**src/rtl/dice_race_pkg.sv**
```systemverilog
// Shared types and constants for the dice race end-of-game logic.
package dice_race_pkg;

    typedef enum logic [2:0] {
        IDLE,
        ARM,
        BLINK,
        HOLD,
        WAIT_BTN,
        RESTART
    } fin_state_t;

    typedef logic [1:0] winner_t;

    localparam winner_t WIN_NONE = 2'b00;
    localparam winner_t WIN_P1   = 2'b01;
    localparam winner_t WIN_P2   = 2'b10;
    localparam winner_t WIN_DRAW = 2'b11;

    localparam int GOAL_TILE_DEF = 10;

    // Wide enough for the longer of the blink and hold periods.
    localparam int FRAME_CNT_W = 8;

    // Per-player finished flags packed as {p2_fin, p1_fin}.
    // Both set in the same cycle encodes a draw.
    function automatic winner_t finish_flags(input logic [3:0] p1,
                                             input logic [3:0] p2,
                                             input logic [3:0] goal);
        return {(p2 >= goal), (p1 >= goal)};
    endfunction

endpackage

```
**src/rtl/frame_tick_counter.sv**
```systemverilog
// Counts frame ticks up to a terminal value.
// Pulses done on the tick that reaches 'last' and wraps itself to zero there.
module frame_tick_counter
    import dice_race_pkg::*;
(
    input  logic                   clk,
    input  logic                   reset,
    input  logic                   clr,
    input  logic                   en,
    input  logic                   tick,
    input  logic [FRAME_CNT_W-1:0] last,
    output logic                   done
);

    logic [FRAME_CNT_W-1:0] cnt_q;
    logic [FRAME_CNT_W-1:0] cnt_d;

    // Terminal count: the counted tick that lands on 'last'.
    always_comb begin
        done = en && tick && (cnt_q == last);
    end

    // Next count: clear wins, else advance per tick and restart on expiry.
    always_comb begin
        cnt_d = cnt_q;
        if (clr) begin
            cnt_d = '0;
        end else if (en && tick) begin
            cnt_d = done ? '0 : cnt_q + 1'b1;
        end
    end

    // Count register.
    always_ff @(posedge clk) begin
        if (reset) begin
            cnt_q <= '0;
        end else begin
            cnt_q <= cnt_d;
        end
    end

endmodule

```
**src/rtl/finish_sequencer.sv**
```systemverilog
// End-of-race FINISH banner sequencer: latch winner, blink banner on
// frame boundaries, hold it solid, then request a restart.
module finish_sequencer
    import dice_race_pkg::*;
#(
    parameter int GOAL_TILE    = GOAL_TILE_DEF,
    parameter int BLINK_FRAMES = 15,
    parameter int BLINK_COUNT  = 4,
    parameter int HOLD_FRAMES  = 180,
    parameter bit AUTO_RESTART = 1'b1
) (
    input  logic       clk,
    input  logic       reset,
    input  logic       frame_tick,
    input  logic       game_active,
    input  logic [3:0] p1_pos,
    input  logic [3:0] p2_pos,
    input  logic       restart_btn,
    output logic       finish_en,
    output winner_t    winner,
    output logic       game_over,
    output logic       restart_req,
    output fin_state_t dbg_state
);

    localparam int TOG_W    = $clog2(2 * BLINK_COUNT + 1);
    localparam int TOG_LAST = 2 * BLINK_COUNT - 1;
    localparam logic [3:0] GOAL = 4'(GOAL_TILE);
    localparam logic [FRAME_CNT_W-1:0] BLINK_LAST = FRAME_CNT_W'(BLINK_FRAMES - 1);
    localparam logic [FRAME_CNT_W-1:0] HOLD_LAST  = FRAME_CNT_W'(HOLD_FRAMES - 1);

    fin_state_t       state_q, state_d;
    logic             finish_en_q, finish_en_d;
    winner_t          winner_q, winner_d;
    logic             game_over_q, game_over_d;
    logic             restart_req_q, restart_req_d;
    logic [TOG_W-1:0] tog_q, tog_d;

    logic                   cnt_clr;
    logic                   cnt_en;
    logic                   cnt_done;
    logic [FRAME_CNT_W-1:0] cnt_last;
    winner_t                fin_flags;

    assign fin_flags = finish_flags(p1_pos, p2_pos, GOAL);

    // One frame counter serves both BLINK and HOLD; it idles cleared elsewhere.
    always_comb begin
        cnt_en   = (state_q == BLINK) || (state_q == HOLD);
        cnt_clr  = !cnt_en;
        cnt_last = (state_q == HOLD) ? HOLD_LAST : BLINK_LAST;
    end

    frame_tick_counter u_frame_cnt (
        .clk   (clk),
        .reset (reset),
        .clr   (cnt_clr),
        .en    (cnt_en),
        .tick  (frame_tick),
        .last  (cnt_last),
        .done  (cnt_done)
    );

    // Next state and next registered outputs. Abort beats restart_btn,
    // which beats a timer expiry.
    always_comb begin
        state_d     = state_q;
        finish_en_d = finish_en_q;
        winner_d    = winner_q;
        tog_d       = tog_q;

        case (state_q)
            IDLE: begin
                if (game_active && (fin_flags != WIN_NONE)) begin
                    winner_d = fin_flags;
                    state_d  = ARM;
                end
            end
            ARM: begin
                if (!game_active) begin
                    state_d     = IDLE;
                    finish_en_d = 1'b0;
                    winner_d    = WIN_NONE;
                end else if (frame_tick) begin
                    finish_en_d = 1'b1;
                    tog_d       = '0;
                    state_d     = BLINK;
                end
            end
            BLINK: begin
                if (!game_active) begin
                    state_d     = IDLE;
                    finish_en_d = 1'b0;
                    winner_d    = WIN_NONE;
                end else if (cnt_done) begin
                    if (tog_q == TOG_W'(TOG_LAST)) begin
                        // Even number of toggles leaves the banner on.
                        finish_en_d = 1'b1;
                        tog_d       = '0;
                        state_d     = HOLD;
                    end else begin
                        finish_en_d = !finish_en_q;
                        tog_d       = tog_q + 1'b1;
                    end
                end
            end
            HOLD: begin
                finish_en_d = 1'b1;
                if (!game_active) begin
                    state_d     = IDLE;
                    finish_en_d = 1'b0;
                    winner_d    = WIN_NONE;
                end else if (restart_btn) begin
                    state_d = RESTART;
                end else if (cnt_done) begin
                    state_d = AUTO_RESTART ? RESTART : WAIT_BTN;
                end
            end
            WAIT_BTN: begin
                finish_en_d = 1'b1;
                if (!game_active) begin
                    state_d     = IDLE;
                    finish_en_d = 1'b0;
                    winner_d    = WIN_NONE;
                end else if (restart_btn) begin
                    state_d = RESTART;
                end
            end
            RESTART: begin
                finish_en_d = 1'b0;
                winner_d    = WIN_NONE;
                state_d     = IDLE;
            end
            default: begin
                finish_en_d = 1'b0;
                winner_d    = WIN_NONE;
                state_d     = IDLE;
            end
        endcase

        // Registered from the next state so they track the current state.
        restart_req_d = (state_d == RESTART);
        game_over_d   = (state_d != IDLE);
    end

    // State and output registers.
    always_ff @(posedge clk) begin
        if (reset) begin
            state_q       <= IDLE;
            finish_en_q   <= 1'b0;
            winner_q      <= WIN_NONE;
            game_over_q   <= 1'b0;
            restart_req_q <= 1'b0;
            tog_q         <= '0;
        end else begin
            state_q       <= state_d;
            finish_en_q   <= finish_en_d;
            winner_q      <= winner_d;
            game_over_q   <= game_over_d;
            restart_req_q <= restart_req_d;
            tog_q         <= tog_d;
        end
    end

    assign finish_en   = finish_en_q;
    assign winner      = winner_q;
    assign game_over   = game_over_q;
    assign restart_req = restart_req_q;
    assign dbg_state   = state_q;

endmodule

```
**config.mk**
```make
export PLATFORM = sky130hd
export DESIGN_NAME = finish_sequencer
export DESIGN_NICKNAME = d
export VERILOG_FILES = /design/src/rtl/dice_race_pkg.sv /design/src/rtl/frame_tick_counter.sv /design/src/rtl/finish_sequencer.sv
export SDC_FILE = /design/constraint.sdc
export NUM_CORES = 1
export LEC_CHECK = 0
export CORE_UTILIZATION = 55
export CTS_CLUSTER_SIZE = 30
export DETAILED_ROUTE_END_ITERATION = 10
export PLACE_DENSITY = 0.9
export SETUP_SLACK_MARGIN = 0.02
export SLEW_MARGIN = 20
export SYNTH_ARGS = -nofsm -noshare
export SYNTH_HDL_FRONTEND = slang
export SYNTH_SLANG_ARGS = --single-unit
export TNS_END_PERCENT = 10
```
**constraint.sdc**
```tcl
create_clock -name clk -period 4.73 [get_ports clk]
set_input_delay 0.946 -clock clk [delete_from_list [all_inputs] [get_ports clk]]
set_output_delay 0.946 -clock clk [all_outputs]
set_load 0.02 [all_outputs]
```
==> key figures, run 1 <==
Outcome
  • Status: complete, no violations

Synthesis
  • Syn avg cell area: approximately 8.0 um^2
  • Syn Inst Count: 142
  • Cell variety after synth: 38
  • Post-synth top area share: 0.353
  • EDFF count, synth: 0
  • Async SR Flop Fraction: 0
  • Sequential cell area fraction in the yosys report: 0.353
  • Area contributors post-synth: dfxtp_1 (35%), nor2_1 (6.9%), nand2_1 (4.6%), o21ai_0 (4.4%), xor2_1 (3.1%)
  • Count leader, synth: nor2_1
  • Synthesized flop and latch total: 20
  • Post-synth top cells: nor2_1 (21), dfxtp_1 (20), nand2_1 (14), o21ai_0 (10), inv_1 (7)
  • Post-synth top flop: dfxtp_1
  • Mapped Nets: about 160
  • Post-synth top area cell: dfxtp_1
  • Yosys warnings: 0
  • Post-Syn Area: roughly 0.0011 mm^2

CTS
  • CTS H-Tree Depth: 1
  • Clock Latency Late Sink: approximately 0.30 ns
  • Post-CTS setup buffers: 0
  • Clk root buf: clkbuf_4
  • TritonCTS clock tree: done
  • Cts hold-fix bufs: 0
  • Reg clk slew, reported paths: roughly 0.11 ns
  • Post-CTS Resized: 0
  • CTS buffer count: 3
  • Clock Sinks: 20
  • Clk buf depth: 2

Setup path
  • Buf/Inv on CP: 1
  • Worst Path Arrival: 3.07 ns
  • Reg2reg end: tog_q[3]
  • Worst R2R Path Depth: 5
  • FF-to-FF Start: dbg_state[1]
  • Setup crit start: frame_tick
  • Critical Path Stages: 6
  • Startpoint Class: primary input
  • Cell family with most CP delay: simple AND/OR/NAND/NOR gates
  • Flop-to-flop setup slack: 2.52 ns
  • CP Capture Point: tog_q[3]
  • Setup CP Type: primary input to flip-flop
  • Endpoint required time on the critical path: just under 5 ns
  • Critical path endpoint category: flip-flop
  • Crit Path Max Fanout: 7
  • Max incr delay on CP: 0.61 ns
  • Slowest CP cell: or4_4
  • Worst path cell trace: clkdlybuf4s50_1 > nand4b_1 > or4_4 > nor3_4 > nand4_1 > a31oi_1

Worst hold path
  • Hold_sp: winner[1]
  • Hold Crit Depth: 2
  • Hold WC Path Type: flip-flop to flip-flop

Floorplan
  • Core area: around 0.0019 mm^2
  • Die extent in x: approximately 47 um
  • IO Pins: 21
  • Die extent in y: roughly 47 um
  • Die ar.: roughly 0.0022 mm^2
  • Row count: 16
  • Initial core utilization: 0.584

STA
  • Setup TNS: 0 ns
  • Final Hold Viols: 0
  • Worst Slack Setup Final: 1.88 ns
  • Worst relative slew slack: 0.571
  • Final Max Tran Viols: 0
  • Minimum clock period after layout: ~2.9 ns
  • Final setup fails: 0
  • Worst-margin pin slew: about 0.64 ns
  • Final Cycle Share: 0.603
  • RSZ-0062 raised after global routing: false
  • Highest Clock Rate: approximately 350 MHz
  • Max Clock Skew: about 0.0016 ns

Drt
  • # DRC: 0
  • Post-route ant nets: 0
  • Pre-Repair DR Iteration Count: 4
  • Routed WL: about 2.6 mm
  • Via/cell ratio: about 6
  • Routed WL per cell: 13.8 um
  • Iter 0 DRT Violations: 32
  • Vias: around 1.1k

Global route
  • Global-route wire length before repair: 3.93 mm
  • Vias in the first global route: between 900 and 1k
  • Grt ovf: 0
  • GRT Total Usage: 0.249
  • Largest net degree at the start of global routing: 14
  • Initial antenna violation count: 0

Finish
  • Share of cells above drive strength 1: 0.0818
  • Ant diodes: 0
  • Area occupied by registers: 400 um^2
  • Multi-input gate area: roughly 690 um^2
  • Post-layout nets: 175
  • Syn-to-layout area delta: 20.4%
  • Fill cell count: roughly 170

Pwr
  • Clock share of power: 0.319
  • Leakage power: between 0.0004 and 0.0005 uW
  • Peak VDD IR: approximately 0.18 mV
  • Logic pwr share: 0.117
  • Switching Share: 0.235
  • NetSw: 72.5 uW
  • Cell Int Power: 236 uW
  • Sequential Power Share: 0.564
  • Power Density: roughly 230 mW/mm^2

Placed design
  • DP HPWL: between 1.5 and 2 mm
  • Global placer's final weighted congestion: 0.851
  • Port Buffer Count: 18
  • Place WS: approximately 1.6 ns

Run
  • Maxcap violations: 0
power by group through the flow:
stage                     registers (uW)  logic (uW)  clock network [uW]
after floorplan                      179        18.0                   0
after global placement               177        35.2                   0
after detailed placement             178        35.8                   0
after CTS                            174        35.9                 101
after global routing                 174        39.7                 111
final                                174        36.1                98.3
per-stage QoR:
step	std cells	cell area (um^2)	hold WS, ns	utilization	power [uW]
5_1_grt	186	1370	0.487	0.704	325
4_1_cts	186	1370	0.461	0.704	310
2_1_floorplan	142	1130	0.451	-	197
6_report	186	1370	0.457	0.704	308
3_5_place_dp	182	1330	0.445	0.685	213
3_3_place_gp	182	1330	0.440	0.685	213
cell usage in the layout (no fill, tap or decap), types with 2 or more instances in the layout:
cell type and instances:
o21ai_0 10, nand4b_1 2, or4_4 2, nand3b_1 4
nand2_1 14, nor2_1 21, clkbuf_4 3, dfxtp_1 20
nand3_1 2, mux2i_1 2, xor2_1 4, ha_1 2
nand4_1 3, or3_1 2, nand2b_1 5, a21oi_1 6
xnor2_1 2, a31oi_1 3, nor3_1 5, clkdlybuf4s50_1 18
inv_1 7, o31ai_1 2, nor2b_1 2, a311oi_1 2
registers in the layout (all words and copies together) (netlist names):
register           flops
u_frame_cnt.cnt_q      8
tog_q                  4
dbg_state              3
winner                 2
finish_en              1
game_over              1
restart_req            1
logic make-up (layout without fill, tap and decap cells):
logic type | Yosys count | count (layout) | synth area share
buf+inv | 12 | 29 | 0.0397
xor+xnor | 6 | 6 | 0.0463
fa+ha+maj | 2 | 2 | 0.0220
mux | 2 | 2 | 0.0176
simple gates | 70 | 70 | 0.338
compound gates | 30 | 30 | 0.183
flops | 20 | 20 | 0.353
routing by layer:
layer  vias up  part of all wire  routed length (um)  GRT usage
met4         0             0.029                  74      0.160
met1       511              0.40                1040      0.283
met5         -                 0                   0          0
li1        540                 -                   -          -
met2        61              0.50                1280      0.416
met3        11             0.069                 178     0.0566
worst min-delay path, stage by stage (launching register included):
cell and delay, ns:
dfxtp_1 0.32, nand2_1 0.05, a21oi_1 0.05
worst min-delay path by stage:
stage	endpoint
2_1_floorplan	u_frame_cnt.cnt_q[1]
6_report	winner[1]
3_5_place_dp	winner[1]
5_1_grt	winner[0]
4_1_cts	winner[1]
3_3_place_gp	winner[1]
final cells by class:
cell class | instances | share of cell area
multi-input cells | 110 | 0.505
flip-flops and latches | 20 | 0.293
repair buffers | 18 | 0.132
clock buffers | 4 | 0.0266
well taps | 27 | 0.0247
inverters | 7 | 0.0192
(Power assumes the default switching activity.)
==> run 2, diff against run 1 <==
--- a/config.mk
+++ b/config.mk
@@ -5,10 +5,10 @@
 export SDC_FILE = /design/constraint.sdc
 export NUM_CORES = 1
 export LEC_CHECK = 0
-export CORE_UTILIZATION = 55
+export CORE_UTILIZATION = 51
 export CTS_CLUSTER_SIZE = 30
 export DETAILED_ROUTE_END_ITERATION = 10
-export PLACE_DENSITY = 0.9
+export PLACE_DENSITY = 0.85
 export SETUP_SLACK_MARGIN = 0.02
 export SLEW_MARGIN = 20
 export SYNTH_ARGS = -nofsm -noshare
==> constraint.sdc (replaced) <==
create_clock -name clk -period 2.8 [get_ports clk]
set_input_delay 0.56 -clock clk [delete_from_list [all_inputs] [get_ports clk]]
set_output_delay 0.56 -clock clk [all_outputs]
set_load 0.02 [all_outputs]
==> run 2 against run 1 <==
Effect of this change: core utilization decreased by 2.4 points; highest routed layer unchanged; non-clock buffer count up 3; sequential share of layout area fell by 0.19 points; critical endpoint is now dbg_state[0]; power increased by 59%; setup slack got worse by 1.2 ns; global-route usage is 1.2 points lower; largest power group unchanged; combinational power grew 76%; register-to-register slack worse by 1.7 ns; flip-flop and latch count did not move; final area is 0.64% higher; critical path depth is 5 lower.
==> key figures, run 2 (synthesis results as in run 1) <==
Outcome
  • Status: complete, no violations

Setup path
  • Worst R2R Path Depth: 5
  • Worst path cell trace: clkdlybuf4s50_1
  • Startpoint Class: flip-flop
  • Max incr delay on CP: 0.68 ns
  • Endpoint required time on the critical path: between 2 and 2.5 ns
  • Crit Path Max Fanout: 12
  • Cell family with most CP delay: buffers and inverters
  • Reg2reg end: tog_q[2]
  • Worst Path Arrival: 1.56 ns
  • FF-to-FF Start: u_frame_cnt.cnt_q[0]
  • Buf/Inv on CP: 1
  • Slowest CP cell: clkdlybuf4s50_1
  • Critical path endpoint category: output pin
  • Flop-to-flop setup slack: approximately 0.80 ns
  • Setup CP Type: flip-flop to output pin

Drt
  • Routed WL per cell: between 10 and 15 um
  • Vias: approximately 1.1k
  • Post-route ant nets: 0
  • Routed WL: around 2.5 mm
  • Iter 0 DRT Violations: 39
  • # DRC: 0
  • Pre-Repair DR Iteration Count: 4
  • Via/cell ratio: 5.90

Floorplan
  • IO Pins: 21
  • Die extent in x: between 40 and 50 um
  • Die ar.: ~0.0024 mm^2
  • Initial core utilization: 0.561
  • Row count: 16
  • Die extent in y: between 40 and 50 um
  • Core area: approximately 0.0020 mm^2

CTS
  • Clock Sinks: 20
  • Clk buf depth: 2
  • TritonCTS clock tree: done
  • Cts hold-fix bufs: 0
  • Post-CTS setup buffers: 0
  • Post-CTS Resized: 0
  • CTS H-Tree Depth: 1
  • Reg clk slew, reported paths: about 0.11 ns
  • Clk root buf: clkbuf_4
  • Clock Latency Late Sink: ~0.30 ns
  • CTS buffer count: 3

STA
  • Worst Slack Setup Final: ~0.7 ns
  • Setup TNS: 0 ns
  • Final Cycle Share: 0.757
  • Worst-margin pin slew: between 0.4 and 0.5 ns
  • RSZ-0062 raised after global routing: false
  • Final setup fails: 0
  • Final Max Tran Viols: 0
  • Final Hold Viols: 0
  • Max Clock Skew: between 0.009 and 0.01 ns
  • Minimum clock period after layout: ~2.1 ns
  • Worst relative slew slack: 0.675
  • Highest Clock Rate: between 400 and 500 MHz

Global route
  • Met3 usage: 0.0467
  • Largest net degree at the start of global routing: 14
  • Vias in the first global route: roughly 1.0k
  • Global route hottest layer: met2
  • Met1 Use GR: 0.273
  • GRT Total Usage: 0.237
  • Grt ovf: 0
  • Initial antenna violation count: 0
  • Met2 track demand over resource: 0.404
  • Global-route wire length before repair: about 4.4 mm

Finish
  • Ant diodes: 0
  • Final non-filler cell total: 188
  • Syn-to-layout area delta: 21.2%
  • Commonest non-fill, non-tap cell in the layout: nor2_1
  • Share of cells above drive strength 1: 0.0932
  • Max reg flops: 8
  • Final instance area: ~0.0014 mm^2
  • Util after Layout: 0.680
  • Largest register by flop count: u_frame_cnt.cnt_q
  • Commonest cells after routing, fill and taps aside: nor2_1 (21), dfxtp_1 (20), clkdlybuf4s50_1 (18)
  • Post-layout nets: around 180

Run
  • Maxcap violations: 0

Worst hold path
  • Hold endpoint: winner[0]
  • Hold WC Path Type: flip-flop to flip-flop
  • Hold Crit Depth: 2
  • Hold_sp: winner[0]

Placed design
  • DP HPWL: 1.94 mm
  • Port Buffer Count: 18
  • Place WS: about 0.38 ns
  • Global placer's final weighted congestion: between 0.9 and 1
  • Placed cells: between 150 and 200
  • Placed inst area: approximately 0.0014 mm^2

Pwr
  • Sequential Power Share: 0.597
  • Logic pwr share: 0.129
  • Clock share of power: 0.274
  • NetSw: 121 uW
  • Leakage power: roughly 0.00046 uW
  • Switching Share: 0.247
  • Cell Int Power: ~370 uW
  • Power Density: around 360 mW/mm^2
  • Peak VDD IR: around 0.28 mV
-- run 2: cell count changes in the layout (fill, tap and decap cells not counted) --
| cell | before | now |
|---|---|---|
| buf_4 | 0 | 3 |
| clkbuf_8 | 1 | 0 |
-- run 2: final cells by class --
type,instances,area [um^2]
inverters,7,26.3
multi-input cells,110,689
well taps,27,33.8
flip-flops and latches,20,400
clock buffers,3,22.5
repair buffers,21,203
fillers,159,647
-- run 2: metrics by stage --
step           power [uW]  hold slack, ns
6_report              491           0.459
2_1_floorplan         332           0.451
3_5_place_dp          362           0.446
5_1_grt               513           0.480
3_3_place_gp          360           0.439
4_1_cts               495           0.462
-- run 2: worst max-delay path by stage --
stage                            start      endpoint  slack, ns  depth (start not counted)
after floorplan             frame_tick      tog_q[2]       0.93                          5
after global placement      frame_tick      tog_q[2]       0.38                          7
after detailed placement    frame_tick      tog_q[2]       0.38                          7
after CTS                 dbg_state[0]  dbg_state[0]       0.68                          1
after global routing      dbg_state[0]  dbg_state[0]       0.58                          1
final                     dbg_state[0]  dbg_state[0]       0.68                          1
-- run 2: power by group through the flow --
stage	logic (uW)	registers (uW)	clock network, uW
final	63.6	293	134
after global routing	68.9	294	149
after CTS	62.9	293	139
after detailed placement	62.5	300	0
after global placement	60.4	300	0
after floorplan	30.4	302	0
-- run 2: per-layer routing --
metal / up-vias / part of all wire
li1: 552 / -
met1: 514 / 0.44
met2: 37 / 0.50
met3: 6 / 0.044
met4: 0 / 0.023
met5: - / 0
